===== src/rtl/eei_dispatch_if.sv =====
// Bundle of core-side EEI signals and per-unit channel signals seen by eei_dispatch.
// master = core plus units (environment); slave = the dispatcher.
interface eei_dispatch_if #(
    parameter int NUM_CH = 4,
    parameter int RS_MAX = 2,
    parameter int RD_MAX = 4
);
    logic                                   eei_req;
    logic                                   eei_ext;
    logic [2:0]                             eei_funct3;
    logic [6:0]                             eei_funct7;
    logic [4:0]                             eei_batch_start;
    logic [4:0]                             eei_batch_len;
    logic [RS_MAX-1:0][31:0]                eei_rs_val;
    logic                                   eei_ack;
    logic                                   eei_error;
    logic [1:0]                             eei_rd_op;
    logic [4:0]                             eei_rd_len;
    logic [RD_MAX-1:0][31:0]                eei_rd_val;

    logic [NUM_CH-1:0]                      ch_req;
    logic [6:0]                             ch_funct7;
    logic [4:0]                             ch_batch_start;
    logic [4:0]                             ch_batch_len;
    logic [RS_MAX-1:0][31:0]                ch_rs_val;
    logic [NUM_CH-1:0]                      ch_ack;
    logic [NUM_CH-1:0]                      ch_error;
    logic [NUM_CH-1:0][1:0]                 ch_rd_op;
    logic [NUM_CH-1:0][4:0]                 ch_rd_len;
    logic [NUM_CH-1:0][RD_MAX-1:0][31:0]    ch_rd_val;

    // Handshake: eei_req is held by the core until eei_ack (a one-cycle strobe) is
    // sampled; ch_req[i] is held by the dispatcher until ch_ack[i] is sampled high.
    modport master (
        output eei_req, eei_ext, eei_funct3, eei_funct7, eei_batch_start, eei_batch_len,
               eei_rs_val, ch_ack, ch_error, ch_rd_op, ch_rd_len, ch_rd_val,
        input  eei_ack, eei_error, eei_rd_op, eei_rd_len, eei_rd_val,
               ch_req, ch_funct7, ch_batch_start, ch_batch_len, ch_rs_val
    );

    modport slave (
        input  eei_req, eei_ext, eei_funct3, eei_funct7, eei_batch_start, eei_batch_len,
               eei_rs_val, ch_ack, ch_error, ch_rd_op, ch_rd_len, ch_rd_val,
        output eei_ack, eei_error, eei_rd_op, eei_rd_len, eei_rd_val,
               ch_req, ch_funct7, ch_batch_start, ch_batch_len, ch_rs_val
    );
endinterface


===== src/rtl/eei_dispatch.sv =====
// EEI dispatcher: decodes {eei_ext,eei_funct3} to one of NUM_CH units and runs a registered
// req/ack exchange. Optional busy timeout is enabled by defining SOPHON_EEI_TIMEOUT_EN.
module eei_dispatch #(
    parameter int NUM_CH  = 4,
    parameter int RS_MAX  = 2,
    parameter int RD_MAX  = 4,
    parameter int TIMEOUT = 64
) (
    input  logic          clk_i,
    input  logic          rst_ni,
    eei_dispatch_if.slave bus,
    output logic [1:0]    dbg_state
);
    typedef enum logic [1:0] {IDLE = 2'd0, BUSY = 2'd1, RESP = 2'd2} state_t;

    state_t state, state_nxt;

    logic [3:0]              idx;
    logic                    unmapped;
    logic                    ack_sel;
    logic                    timeout;
    logic                    sel_err;
    logic [1:0]              sel_op;
    logic [4:0]              sel_len;
    logic [RD_MAX-1:0][31:0] sel_val;
    logic                    bad;

    logic                    ack_d, err_d;
    logic [1:0]              op_d;
    logic [4:0]              len_d;
    logic [RD_MAX-1:0][31:0] val_d;
    logic [NUM_CH-1:0]       req_d;
    logic [6:0]              f7_d;
    logic [4:0]              bs_d, bl_d;
    logic [RS_MAX-1:0][31:0] rs_d;

    assign idx       = {bus.eei_ext, bus.eei_funct3};
    assign unmapped  = int'(idx) >= NUM_CH;
    // ch_req is one-hot on the active channel while BUSY, so it doubles as the response select.
    assign ack_sel   = |(bus.ch_ack & bus.ch_req);
    assign dbg_state = state;

`ifdef SOPHON_EEI_TIMEOUT_EN
    localparam int CW = $clog2(TIMEOUT + 1);
    logic [CW-1:0] busy_cnt;

    always_ff @(posedge clk_i or negedge rst_ni) begin
        if (!rst_ni)            busy_cnt <= '0;
        else if (state != BUSY) busy_cnt <= '0;
        else                    busy_cnt <= busy_cnt + CW'(1);
    end

    assign timeout = (state == BUSY) && (busy_cnt == CW'(TIMEOUT - 1));
`else
    assign timeout = 1'b0;
`endif

    always_comb begin
        sel_err = 1'b0;
        sel_op  = '0;
        sel_len = '0;
        sel_val = '0;
        for (int c = 0; c < NUM_CH; c++) begin
            if (bus.ch_req[c]) begin
                sel_err = bus.ch_error[c];
                sel_op  = bus.ch_rd_op[c];
                sel_len = bus.ch_rd_len[c];
                sel_val = bus.ch_rd_val[c];
            end
        end
    end

    assign bad = sel_err || (sel_op == 2'd3) ||
                 ((sel_op == 2'd2) && ((sel_len == 5'd0) || (int'(sel_len) > RD_MAX)));

    always_ff @(posedge clk_i or negedge rst_ni) begin
        if (!rst_ni) state <= IDLE;
        else         state <= state_nxt;
    end

    always_comb begin
        state_nxt = state;
        case (state)
            IDLE:    if (bus.eei_req) state_nxt = unmapped ? RESP : BUSY;
            BUSY:    if (ack_sel || timeout) state_nxt = RESP;
            RESP:    state_nxt = IDLE;
            default: state_nxt = IDLE;
        endcase
    end

    // Next values for the output flops; result fields are non-zero only in the ack cycle.
    always_comb begin
        ack_d = 1'b0;
        err_d = 1'b0;
        op_d  = '0;
        len_d = '0;
        val_d = '0;
        req_d = bus.ch_req;
        f7_d  = bus.ch_funct7;
        bs_d  = bus.ch_batch_start;
        bl_d  = bus.ch_batch_len;
        rs_d  = bus.ch_rs_val;
        case (state)
            IDLE: begin
                if (bus.eei_req) begin
                    f7_d = bus.eei_funct7;
                    bs_d = bus.eei_batch_start;
                    bl_d = bus.eei_batch_len;
                    rs_d = bus.eei_rs_val;
                    if (unmapped) begin
                        ack_d = 1'b1;
                        err_d = 1'b1;
                    end else begin
                        for (int c = 0; c < NUM_CH; c++) req_d[c] = (int'(idx) == c);
                    end
                end
            end
            BUSY: begin
                if (ack_sel) begin
                    ack_d = 1'b1;
                    req_d = '0;
                    if (bad) begin
                        err_d = 1'b1;
                    end else if (sel_op == 2'd1) begin
                        op_d     = 2'd1;
                        val_d[0] = sel_val[0];
                    end else if (sel_op == 2'd2) begin
                        op_d  = 2'd2;
                        len_d = sel_len;
                        for (int r = 0; r < RD_MAX; r++)
                            if (r < int'(sel_len)) val_d[r] = sel_val[r];
                    end
                end else if (timeout) begin
                    ack_d = 1'b1;
                    err_d = 1'b1;
                    req_d = '0;
                end
            end
            default: ;
        endcase
    end

    always_ff @(posedge clk_i or negedge rst_ni) begin
        if (!rst_ni) begin
            bus.eei_ack        <= 1'b0;
            bus.eei_error      <= 1'b0;
            bus.eei_rd_op      <= '0;
            bus.eei_rd_len     <= '0;
            bus.eei_rd_val     <= '0;
            bus.ch_req         <= '0;
            bus.ch_funct7      <= '0;
            bus.ch_batch_start <= '0;
            bus.ch_batch_len   <= '0;
            bus.ch_rs_val      <= '0;
        end else begin
            bus.eei_ack        <= ack_d;
            bus.eei_error      <= err_d;
            bus.eei_rd_op      <= op_d;
            bus.eei_rd_len     <= len_d;
            bus.eei_rd_val     <= val_d;
            bus.ch_req         <= req_d;
            bus.ch_funct7      <= f7_d;
            bus.ch_batch_start <= bs_d;
            bus.ch_batch_len   <= bl_d;
            bus.ch_rs_val      <= rs_d;
        end
    end
endmodule


===== src/flat_wrapper.sv =====
// flat-port wrapper written by rule: the top's interface ports become plain ports
module eei_dispatch_flat 
#(
    parameter int NUM_CH  = 4,
    parameter int RS_MAX  = 2,
    parameter int RD_MAX  = 4,
    parameter int TIMEOUT = 64
)
  (clk_i, rst_ni, dbg_state, bus_eei_req, bus_eei_ext, bus_eei_funct3, bus_eei_funct7, bus_eei_batch_start, bus_eei_batch_len, bus_eei_rs_val, bus_ch_ack, bus_ch_error, bus_ch_rd_op, bus_ch_rd_len, bus_ch_rd_val, bus_eei_ack, bus_eei_error, bus_eei_rd_op, bus_eei_rd_len, bus_eei_rd_val, bus_ch_req, bus_ch_funct7, bus_ch_batch_start, bus_ch_batch_len, bus_ch_rs_val);
  eei_dispatch_if #(.NUM_CH(NUM_CH), .RS_MAX(RS_MAX), .RD_MAX(RD_MAX)) bus_i ();
  input  logic clk_i;
  input  logic rst_ni;
  output logic [1:0] dbg_state;
  input wire logic [$bits(bus_i.eei_req)-1:0] bus_eei_req;
  input wire logic [$bits(bus_i.eei_ext)-1:0] bus_eei_ext;
  input wire logic [$bits(bus_i.eei_funct3)-1:0] bus_eei_funct3;
  input wire logic [$bits(bus_i.eei_funct7)-1:0] bus_eei_funct7;
  input wire logic [$bits(bus_i.eei_batch_start)-1:0] bus_eei_batch_start;
  input wire logic [$bits(bus_i.eei_batch_len)-1:0] bus_eei_batch_len;
  input wire logic [$bits(bus_i.eei_rs_val)-1:0] bus_eei_rs_val;
  input wire logic [$bits(bus_i.ch_ack)-1:0] bus_ch_ack;
  input wire logic [$bits(bus_i.ch_error)-1:0] bus_ch_error;
  input wire logic [$bits(bus_i.ch_rd_op)-1:0] bus_ch_rd_op;
  input wire logic [$bits(bus_i.ch_rd_len)-1:0] bus_ch_rd_len;
  input wire logic [$bits(bus_i.ch_rd_val)-1:0] bus_ch_rd_val;
  output wire logic [$bits(bus_i.eei_ack)-1:0] bus_eei_ack;
  output wire logic [$bits(bus_i.eei_error)-1:0] bus_eei_error;
  output wire logic [$bits(bus_i.eei_rd_op)-1:0] bus_eei_rd_op;
  output wire logic [$bits(bus_i.eei_rd_len)-1:0] bus_eei_rd_len;
  output wire logic [$bits(bus_i.eei_rd_val)-1:0] bus_eei_rd_val;
  output wire logic [$bits(bus_i.ch_req)-1:0] bus_ch_req;
  output wire logic [$bits(bus_i.ch_funct7)-1:0] bus_ch_funct7;
  output wire logic [$bits(bus_i.ch_batch_start)-1:0] bus_ch_batch_start;
  output wire logic [$bits(bus_i.ch_batch_len)-1:0] bus_ch_batch_len;
  output wire logic [$bits(bus_i.ch_rs_val)-1:0] bus_ch_rs_val;
  assign bus_i.eei_req = bus_eei_req;
  assign bus_i.eei_ext = bus_eei_ext;
  assign bus_i.eei_funct3 = bus_eei_funct3;
  assign bus_i.eei_funct7 = bus_eei_funct7;
  assign bus_i.eei_batch_start = bus_eei_batch_start;
  assign bus_i.eei_batch_len = bus_eei_batch_len;
  assign bus_i.eei_rs_val = bus_eei_rs_val;
  assign bus_i.ch_ack = bus_ch_ack;
  assign bus_i.ch_error = bus_ch_error;
  assign bus_i.ch_rd_op = bus_ch_rd_op;
  assign bus_i.ch_rd_len = bus_ch_rd_len;
  assign bus_i.ch_rd_val = bus_ch_rd_val;
  assign bus_eei_ack = bus_i.eei_ack;
  assign bus_eei_error = bus_i.eei_error;
  assign bus_eei_rd_op = bus_i.eei_rd_op;
  assign bus_eei_rd_len = bus_i.eei_rd_len;
  assign bus_eei_rd_val = bus_i.eei_rd_val;
  assign bus_ch_req = bus_i.ch_req;
  assign bus_ch_funct7 = bus_i.ch_funct7;
  assign bus_ch_batch_start = bus_i.ch_batch_start;
  assign bus_ch_batch_len = bus_i.ch_batch_len;
  assign bus_ch_rs_val = bus_i.ch_rs_val;
  eei_dispatch #(.NUM_CH(NUM_CH), .RS_MAX(RS_MAX), .RD_MAX(RD_MAX), .TIMEOUT(TIMEOUT)) u_core (.clk_i(clk_i), .rst_ni(rst_ni), .bus(bus_i), .dbg_state(dbg_state));
endmodule

===== config.mk =====
export PLATFORM = sky130hd
export DESIGN_NAME = eei_dispatch_flat
export DESIGN_NICKNAME = d
export VERILOG_FILES = /design/src/rtl/eei_dispatch_if.sv /design/src/rtl/eei_dispatch.sv /design/src/flat_wrapper.sv
export SDC_FILE = /design/constraint.sdc
export NUM_CORES = 1
export LEC_CHECK = 0
export BUFFER_PORTS_ARGS = -buffer_cell sky130_fd_sc_hd__buf_2
export CORE_AREA = 8 8 332 334
export CTS_CLUSTER_SIZE = 20
export DETAILED_ROUTE_END_ITERATION = 10
export DIE_AREA = 0 0 340 342
export GPL_TIMING_DRIVEN = 1
export MAX_ROUTING_LAYER = met4
export PLACE_DENSITY = 0.33
export SETUP_SLACK_MARGIN = 0.3
export SYNTH_ARGS = -nofsm -noshare
export SYNTH_HDL_FRONTEND = slang
export SYNTH_SLANG_ARGS = --single-unit

===== constraint.sdc =====
create_clock -name clk_i -period 5.75 [get_ports clk_i]
set_input_delay 1.15 -clock clk_i [delete_from_list [all_inputs] [get_ports clk_i]]
set_output_delay 1.15 -clock clk_i [all_outputs]
set_load 0.01 [all_outputs]

After elaboration in Yosys (flattened, before gate mapping) --
Index checks and enable logic that the tools add are counted.
Storage, ports and cells: bits in registers 224, bits in writable memories 0, latch bits 0, word-level logic and storage cells 95, memories 0, bits in read-only memories 0
Cells by class: muxes and demuxes 51, $mul 0, shift operators 0, $add $sub $neg 0, eq/ne operators 10, magnitude comparators 6, reductions and logical operators 12, bitwise operators 1, div/mod/pow operators 0
Operators with widths (count):
- 2-to-1 mux 128 bit | 8
- 2-to-1 mux 32 bit | 5
- 2-to-1 mux 96 bit | 1
- 2-to-1 mux 5 bit | 9
- 2-to-1 mux 2 bit | 12
- 2-to-1 mux 4 bit | 3
- less-than comparator 1 x 5 -> 1 bit, first input constant | 2
- less-than comparator 2 x 5 -> 1 bit, first input constant | 2
- 2-to-1 mux 1 bit | 9
- equality test 4 x 3 -> 1 bit, second input constant | 2
- one-hot mux 4 bit (2 select lines) | 1
- greater-than comparator 5 x 3 -> 1 bit, second input constant | 1
- logical NOT 5 bit | 1
- AND 4 bit | 1
- equality test 2 x 1 -> 1 bit, second input constant | 2
- equality test 2 bit, second input constant | 2
- equality test 4 x 2 -> 1 bit, second input constant | 1
- greater-or-equal comparator 4 x 3 -> 1 bit, second input constant | 1
- logical NOT 4 bit | 1
- != test 2 bit, second input constant | 2
- one-hot mux 1 bit (2 select lines) | 2
- one-hot mux 2 bit (2 select lines) | 1
- AND reduction 2 bit | 2
- AND reduction 4 bit | 1
- 6 further kinds | 8

Longest topological paths before layout --
Gate-level depths: netlist (run 1).
depth after elaboration 11, gate-level depth with buffers 9, mapped depth without buffers 6

Least setup slack after synthesis (run 1) --
Ideal clock, no wire load.
kind input to register, start in bus_ch_rd_len[9], end reg u_core.bus.eei_rd_val[10], arrival 2.685 ns, path slack 2.979 ns, library setup time 0.086 ns, path buffers 1, cell stages on the path 6, path through a221o_1 -> a222oi_1 -> nor4b_4 -> a21oi_1 -> buf_2 -> nor3_1
RTL lines:
- from (decl) | line flat_wrapper.sv:24 | input wire logic [$bits(bus_i.ch_rd_len)-1:0] bus_ch_rd_len;
- to (signal assigned) | line eei_dispatch.sv:160 | bus.eei_rd_val <= val_d;
- to (decl) | line eei_dispatch_if.sv:44 | output eei_ack, eei_error, eei_rd_op, eei_rd_len, eei_rd_val,

==> metrics.cfg, run 1 <==
[clock_network]
cts_hold_buf=0
insertion_delay_ps=590
clock_path_buffers=3
clkTransAtPathRegs_ps=60
cts_tree=built
cts_max_level=1
post_cts_buffers=0
postCtsResizedCells=0
root_buffer=clkbuf_16
numCtsBuffers=31
clock-sinks=224

[route]
routed_via_density=3.75
drtAntennaViolNets=0
firstDrtPassIters=4
wl_per_cell_um=24.4
num_vias=12405
dr.first_iter.drc_count=558
wirelength_mm=80.8
route.detailed.drc=0

[worst_setup_path]
critPathRequiredTime_ps=6240
critPathArrivalTime_ps=4300
crit_type=reg -> reg
critPathMaxFanout=55
crit_path_start_kind=register
endpoint_kind=register

[placement]
dp_hpwl_mm=67.6
port_buffers=859
dp.cells=3229
place_ws_ps=1740
gp_congestion=0.988

[sta]
setup-violations-final=0
finalMaxSlewViolations=0
setup_ws_ps=1940
period_share_pct=66.3
rsz0062_at_grt=no
slew_headroom_pct=34.4
setup_tns_ps=0
layout_min_cycle_time_ps=3810
clock.fmax_ghz=0.262
skew_ps=12.5
finalHoldViolations=0
tightest_slew_ps=981

[grt]
gr-total-overflow=0
grt_pass1_vias=13391
antenna_found_initial=61
grt_util_all_layers_pct=13.4
grt_pass1_wl_mm=109
grt_max_degree=146

[hold_path]
hp-class=in -> async

[synth]
ys_seq_area_share_pct=51.9
synthTopCellsByArea=dfrtp_1, a221oi_1, mux2_2
yosysUniqueCellTypes=33
syn_inst=1065
synthTopCellsByCount=dfrtp_1, a221oi_1, nor3_1
yosys.area_share.simple_pct=16.6
yosysWarnings=0
synth_largest_area_cell=dfrtp_1
synth_top_family_by_area=compound AO/OA/AOI/OAI gates
synth_compound_area_share_pct=19.1
syn_area_per_cell_sq_um=10.1
ys_ff_latch=224
synthXorXnorAreaFrac_pct=0.0810
synth_mux_area_share_pct=8.44
async_flop_share_pct=100
yosys.area_share.adder_pct=0
yosysMostFrequentCell=dfrtp_1
yosys.area.top_type_share_pct=51.9
yosys_most_used_dff=dfrtp_1
syn_area_sq_mm=0.0108
synth_edf_count=0

[floorplanning]
die_w_um=340
initial_core_util_pct=10.3
die-area_sq_mm=0.116
dieHeight_um=342
core_area_sq_mm=0.105
io_pins=860
rows=119

[pwr]
peakVddDrop_mv=0.157
power.density_mw_per_mm2=402
leakage_nw=8.45

[flow_run]
maxCapViolCount=0

[final_layout]
final_core_util_pct=17.1
area_growth_pct=65.3
drive_above_1_share_pct=54.4
final_nets=2507
instances_no_fill=3310

[status]
outcome=finished clean

-- stage by stage --
step | area, sq um | power, W | hold WS, ps
CTS | 17800 | 0.00739 | 462
detailed placement | 16700 | 0.00516 | 491
finish | 17900 | 0.00718 | 491
global route | 17900 | 0.00770 | 494
global placement | 16700 | 0.00515 | 487
floorplan | 10800 | 0.00374 | 489
-- flip-flops by register name, summed over array words and instances (netlist names) --
register / cells
u_core.bus.ch_req: 4
u_core.bus.eei_error: 1
u_core.dbg_state: 2
u_core.bus.eei_rd_op: 2
u_core.bus.ch_batch_start: 5
u_core.bus.eei_ack: 1
u_core.bus.eei_rd_len: 5
u_core.bus.eei_rd_val: 128
u_core.bus.ch_rs_val: 64
u_core.bus.ch_batch_len: 5
u_core.bus.ch_funct7: 7
-- per-layer routing --
layer / part of all wire, % / global-route usage [%] / wire [um]
met4: 2.6 / 3.38 / 2100
met5: 0 / - / 0
met1: 40 / 15.3 / 32500
met2: 48 / 22.2 / 38900
met3: 9.1 / 4.92 / 7330
-- report_power, final --
| group | leakage (nW) | total [W] | internal, W | switching (W) |
|---|---|---|---|---|
| Combinational | 4.96 | 0.00290 | 0.00121 | 0.00169 |
| Sequential | 2.93 | 0.00215 | 0.00189 | 0.000256 |
| Clock | 0.555 | 0.00213 | 0.00130 | 0.000832 |
| Total | 8.45 | 0.00718 | 0.00441 | 0.00278 |
-- cell usage in the layout, fill, tap and decap left out, types with 8 or more instances in the layout --
master,n
mux2_2,81
o22ai_1,38
buf_4,17
clkbuf_16,31
dfrtp_1,221
nand2_1,9
buf_2,858
a221oi_1,131
nor2b_1,96
nor2_1,104
a21oi_1,101
diode_2,24
clkinv_4,8
nor3_1,128
-- cell type report --
type	count	area (sq um)
Inverter	4	15.0
Multi-Input combinational cell	731	4810
Timing Repair Buffer	879	4500
Sequential cell	224	5620
Antenna cell	24	60.1
Clock inverter	22	298
Tap cell	1391	1740
Fill cell	11887	86800
Clock buffer	35	821
-- path summary, 6_finish.rpt --
| kind | startpoint | to | slack, ps | cells past startpoint |
|---|---|---|---|---|
| hold / removal | rst_ni | u_core.bus.eei_rd_val[110]$_DFF_PN0_ | 490 | 1 |
| setup reg to reg | u_core.bus.ch_req[2]$_DFFE_PN0P_ | u_core.bus.eei_rd_val[44]$_DFF_PN0_ | 1940 | 7 |
| min in group clk_i | u_core.bus.ch_rs_val[28]$_DFFE_PN0P_ | u_core.bus.ch_rs_val[28]$_DFFE_PN0P_ | 500 | 1 |
| max in group asynchronous | rst_ni | u_core.bus.ch_req[1]$_DFFE_PN0P_ | 4180 | 2 |
| setup / recovery | u_core.bus.ch_req[2]$_DFFE_PN0P_ | u_core.bus.eei_rd_val[44]$_DFF_PN0_ | 1940 | 7 |
| hold reg to reg | u_core.bus.ch_rs_val[28]$_DFFE_PN0P_ | u_core.bus.ch_rs_val[28]$_DFFE_PN0P_ | 500 | 1 |
-- cells by family (layout without fill, tap and decap cells) --
group                  after synthesis  count (layout)
AND/OR/NAND/NOR                    356             356
AO/OA/AOI/OAI                      291             291
flip-flops                         224             224
buffers and inverters              111             940
multiplexers                        81              81
other                                1              26
XOR/XNOR                             1               1
-- worst max-delay path, stage by stage, from the launching register on --
cell and delay [ps]:
dfrtp_4 710, or2_1 320, buf_4 270, a221o_1 340, a222oi_1 480, nor4b_4 460
nand3_2 720, nor2_1 330
Power figures use the tool's default switching activity.
==> run 2: changes to the inputs <==
--- a/config.mk
+++ b/config.mk
@@ -5,14 +5,15 @@
 export SDC_FILE = /design/constraint.sdc
 export NUM_CORES = 1
 export LEC_CHECK = 0
+export ABC_AREA = 1
 export BUFFER_PORTS_ARGS = -buffer_cell sky130_fd_sc_hd__buf_2
-export CORE_AREA = 8 8 332 334
+export CORE_AREA = 8 8 329 331
 export CTS_CLUSTER_SIZE = 20
 export DETAILED_ROUTE_END_ITERATION = 10
-export DIE_AREA = 0 0 340 342
+export DIE_AREA = 0 0 337 339
 export GPL_TIMING_DRIVEN = 1
 export MAX_ROUTING_LAYER = met4
-export PLACE_DENSITY = 0.33
+export PLACE_DENSITY = 0.35
 export SETUP_SLACK_MARGIN = 0.3
 export SYNTH_ARGS = -nofsm -noshare
 export SYNTH_HDL_FRONTEND = slang
==> constraint.sdc (replaced) <==
create_clock -name clk_i -period 3.1 [get_ports clk_i]
set_input_delay 0.62 -clock clk_i [delete_from_list [all_inputs] [get_ports clk_i]]
set_output_delay 0.62 -clock clk_i [all_outputs]
set_load 0.01 [all_outputs]
==> metrics.cfg, run 2 <==
[status]
outcome=finished clean  ; unchanged

[synth]
synthTopCellsByArea=dfrtp_1, nand2_1, mux2_2  ; was dfrtp_1, a221oi_1, mux2_2
ys_seq_area_share_pct=47.1  ; was 51.9%
yosysUniqueCellTypes=30  ; was 33
syn_area_per_cell_sq_um=8.59  ; was 10.1 sq um
ys_ff_latch=224  ; unchanged
syn_area_sq_mm=0.0119  ; was 0.0108 sq mm
yosys.area.top_type_share_pct=47.1  ; was 51.9%
async_flop_share_pct=100  ; unchanged
synthTopCellsByCount=nand2_1, dfrtp_1, nor2_1  ; was dfrtp_1, a221oi_1, nor3_1
yosysMostFrequentCell=nand2_1  ; was dfrtp_1
synth_edf_count=0  ; unchanged
yosys_most_used_dff=dfrtp_1  ; unchanged
synth_largest_area_cell=dfrtp_1  ; unchanged
syn_inst=1387  ; was 1,065
yosysWarnings=0  ; unchanged

[route]
wirelength_mm=81.9  ; was 80.8 mm
wl_per_cell_um=22.7  ; was 24.4 um
num_vias=13355  ; was 12,405
dr.first_iter.drc_count=612  ; was 558
route.detailed.drc=0  ; unchanged
drtAntennaViolNets=0  ; unchanged
firstDrtPassIters=5  ; was 4
routed_via_density=3.70  ; was 3.75

[clock_network]
cts_tree=built  ; unchanged
cts_hold_buf=0  ; unchanged
clock_path_buffers=3  ; unchanged
postCtsResizedCells=0  ; unchanged
clkTransAtPathRegs_ps=60  ; about the same
numCtsBuffers=30  ; was 31
clock-sinks=224  ; unchanged
root_buffer=clkbuf_16  ; unchanged
insertion_delay_ps=580  ; was 590 ps
post_cts_buffers=0  ; unchanged
cts_max_level=1  ; unchanged

[floorplanning]
die_w_um=337  ; was 340 um
rows=118  ; was 119
core_area_sq_mm=0.103  ; was 0.105 sq mm
io_pins=860  ; unchanged
initial_core_util_pct=11.6  ; was 10.3%
dieHeight_um=339  ; was 342 um
die-area_sq_mm=0.114  ; was 0.116 sq mm

[pwr]
power.density_mw_per_mm2=761  ; was 402 mW/mm^2
peakVddDrop_mv=0.884  ; was 0.157 mV
leakage_nw=9.44  ; was 8.45 nW

[grt]
grt_pass1_wl_mm=111  ; was 109 mm
grt_pass1_vias=14333  ; was 13,391
antenna_found_initial=35  ; was 61
grt_max_degree=122  ; was 146
gr-total-overflow=0  ; unchanged
grt_util_all_layers_pct=13.9  ; was 13.4%

[worst_setup_path]
regToRegStartpoint=u_core.bus.ch_req[2]$_DFFE_PN0P_  ; unchanged
critPathLaunch=u_core.bus.ch_req[2]$_DFFE_PN0P_  ; unchanged
critPathRequiredTime_ps=3600  ; was 6240 ps
endpoint_kind=register  ; unchanged
critPathArrivalTime_ps=3010  ; was 4300 ps
critPathMaxFanout=84  ; was 55
crit_path_start_kind=register  ; unchanged
crit_type=reg -> reg  ; unchanged

[final_layout]
fillers=11932  ; was 11,887
largest_register_ffs=128  ; unchanged
area_growth_pct=58.0  ; was 65.3%
drive_above_1_share_pct=47.0  ; was 54.4%
instances_no_fill=3611  ; was 3,310
layout_commonest_cell=buf_2  ; unchanged
layout_common_cells=buf_2, nand2_1, dfrtp_1, nor2_1, nand3_1  ; was buf_2, dfrtp_1, a221oi_1, nor3_1, nor2_1
top_register=u_core.bus.eei_rd_val  ; unchanged
final_nets=2828  ; was 2,507
top_regs=u_core.bus.eei_rd_val (128), u_core.bus.ch_rs_val (64), u_core.bus.ch_funct7 (7)  ; unchanged

[sta]
layout_min_cycle_time_ps=2510  ; was 3810 ps
hold_slack_ps=25.6  ; was 491 ps
finalMaxSlewViolations=0  ; unchanged
tightest_slew_ps=950  ; was 981 ps
rsz0062_at_grt=no  ; unchanged
finalHoldViolations=0  ; unchanged
skew_ps=17.1  ; was 12.5 ps
clock.fmax_ghz=0.398  ; was 0.262 GHz
setup-violations-final=0  ; unchanged
period_share_pct=81.1  ; was 66.3%
slew_headroom_pct=36.4  ; was 34.4%
setup_tns_ps=0  ; unchanged

[placement]
gp_congestion=0.848  ; was 0.988
port_buffers=859  ; unchanged
dp_hpwl_mm=67.0  ; was 67.6 mm
dp.cells=3540  ; was 3,229

[hold_path]
hp-class=in -> async  ; unchanged

[flow_run]
maxCapViolCount=0  ; unchanged

[run 2: changes by cell type after synthesis, sizes merged, moves of 38 or more]
| cell | previous run | this run |
|---|---|---|
| buf | 6 | 58 |
| nor2 | 104 | 183 |
| o22ai | 38 | 0 |
| a221oi | 131 | 0 |
| o21ai | 2 | 41 |
| nand2 | 10 | 335 |
| o211ai | 1 | 96 |
| nand3 | 5 | 104 |
| nor3 | 128 | 1 |
| nor2b | 97 | 0 |
| a22o | 0 | 96 |
[run 2: logic make-up after synthesis]
group           Yosys count  synth area share (%)
compound gates          312                  18.4
mux                      81                  7.66
flops                   224                  47.1
other cells               1                0.0315
buf+inv                 139                  5.56
simple gates            630                  21.3
[run 2: worst max-delay path, stage by stage (launching register included)]
cell and delay (ps):
dfrtp_4 550, buf_12 190, a21oi_1 150, nand2_1 80
a22oi_2 210, inv_1 70, a21oi_1 310, nand3_4 140
buf_12 190, buf_4 260, nor2_1 100
[run 2: metal layers]
| layer | vias up | share of wire, % | global-route usage [%] |
|---|---|---|---|
| met5 | - | 0 | - |
| met3 | 120 | 8.3 | 3.98 |
| li1 | 6412 | - | - |
| met1 | 6216 | 39 | 15.6 |
| met4 | 0 | 3.4 | 4.58 |
| met2 | 607 | 49 | 23.6 |
[run 2: layout make-up]
class	instances	area, sq um	area share (%)
multi-input combinational	1025	5680	30.2
sequential	224	5610	29.8
timing repair buffer	897	4760	25.3
tap	1380	1730	9.18
clock buffer	45	888	4.72
inverter	14	65.1	0.346
antenna	18	45.0	0.239
clock inverter	8	42.5	0.226
[run 2: power by group]
part / internal, W / switching (W)
Sequential: 0.00351 / 0.000309
Clock: 0.00195 / 0.00142
Combinational: 0.00258 / 0.00454
Total: 0.00805 / 0.00627
[run 2: path summary, 6_finish.rpt]
path	slack, ps	endpoint	cells after the start
max	590	u_core.bus.eei_rd_val[41]$_DFF_PN0_	10
min	30	u_core.bus.eei_rd_val[39]$_DFF_PN0_	1
max reg2reg	590	u_core.bus.eei_rd_val[41]$_DFF_PN0_	10
min reg2reg	500	u_core.bus.ch_rs_val[10]$_DFFE_PN0P_	1
max in group asynchronous	2290	u_core.bus.ch_req[3]$_DFFE_PN0P_	2
min in group clk_i	260	u_core.bus.ch_funct7[4]$_DFFE_PN0P_	2
[run 2: stage by stage]
stage	util (%)	setup slack, ps	total power, W	cell area (sq um)
final	18.3	586	0.0143	18800
after global routing	18.3	338	0.0155	18800
after floorplan	-	1270	0.00789	11900
after detailed placement	17.3	442	0.0113	17800
after global placement	17.3	463	0.0112	17800
after CTS	18.2	498	0.0148	18800
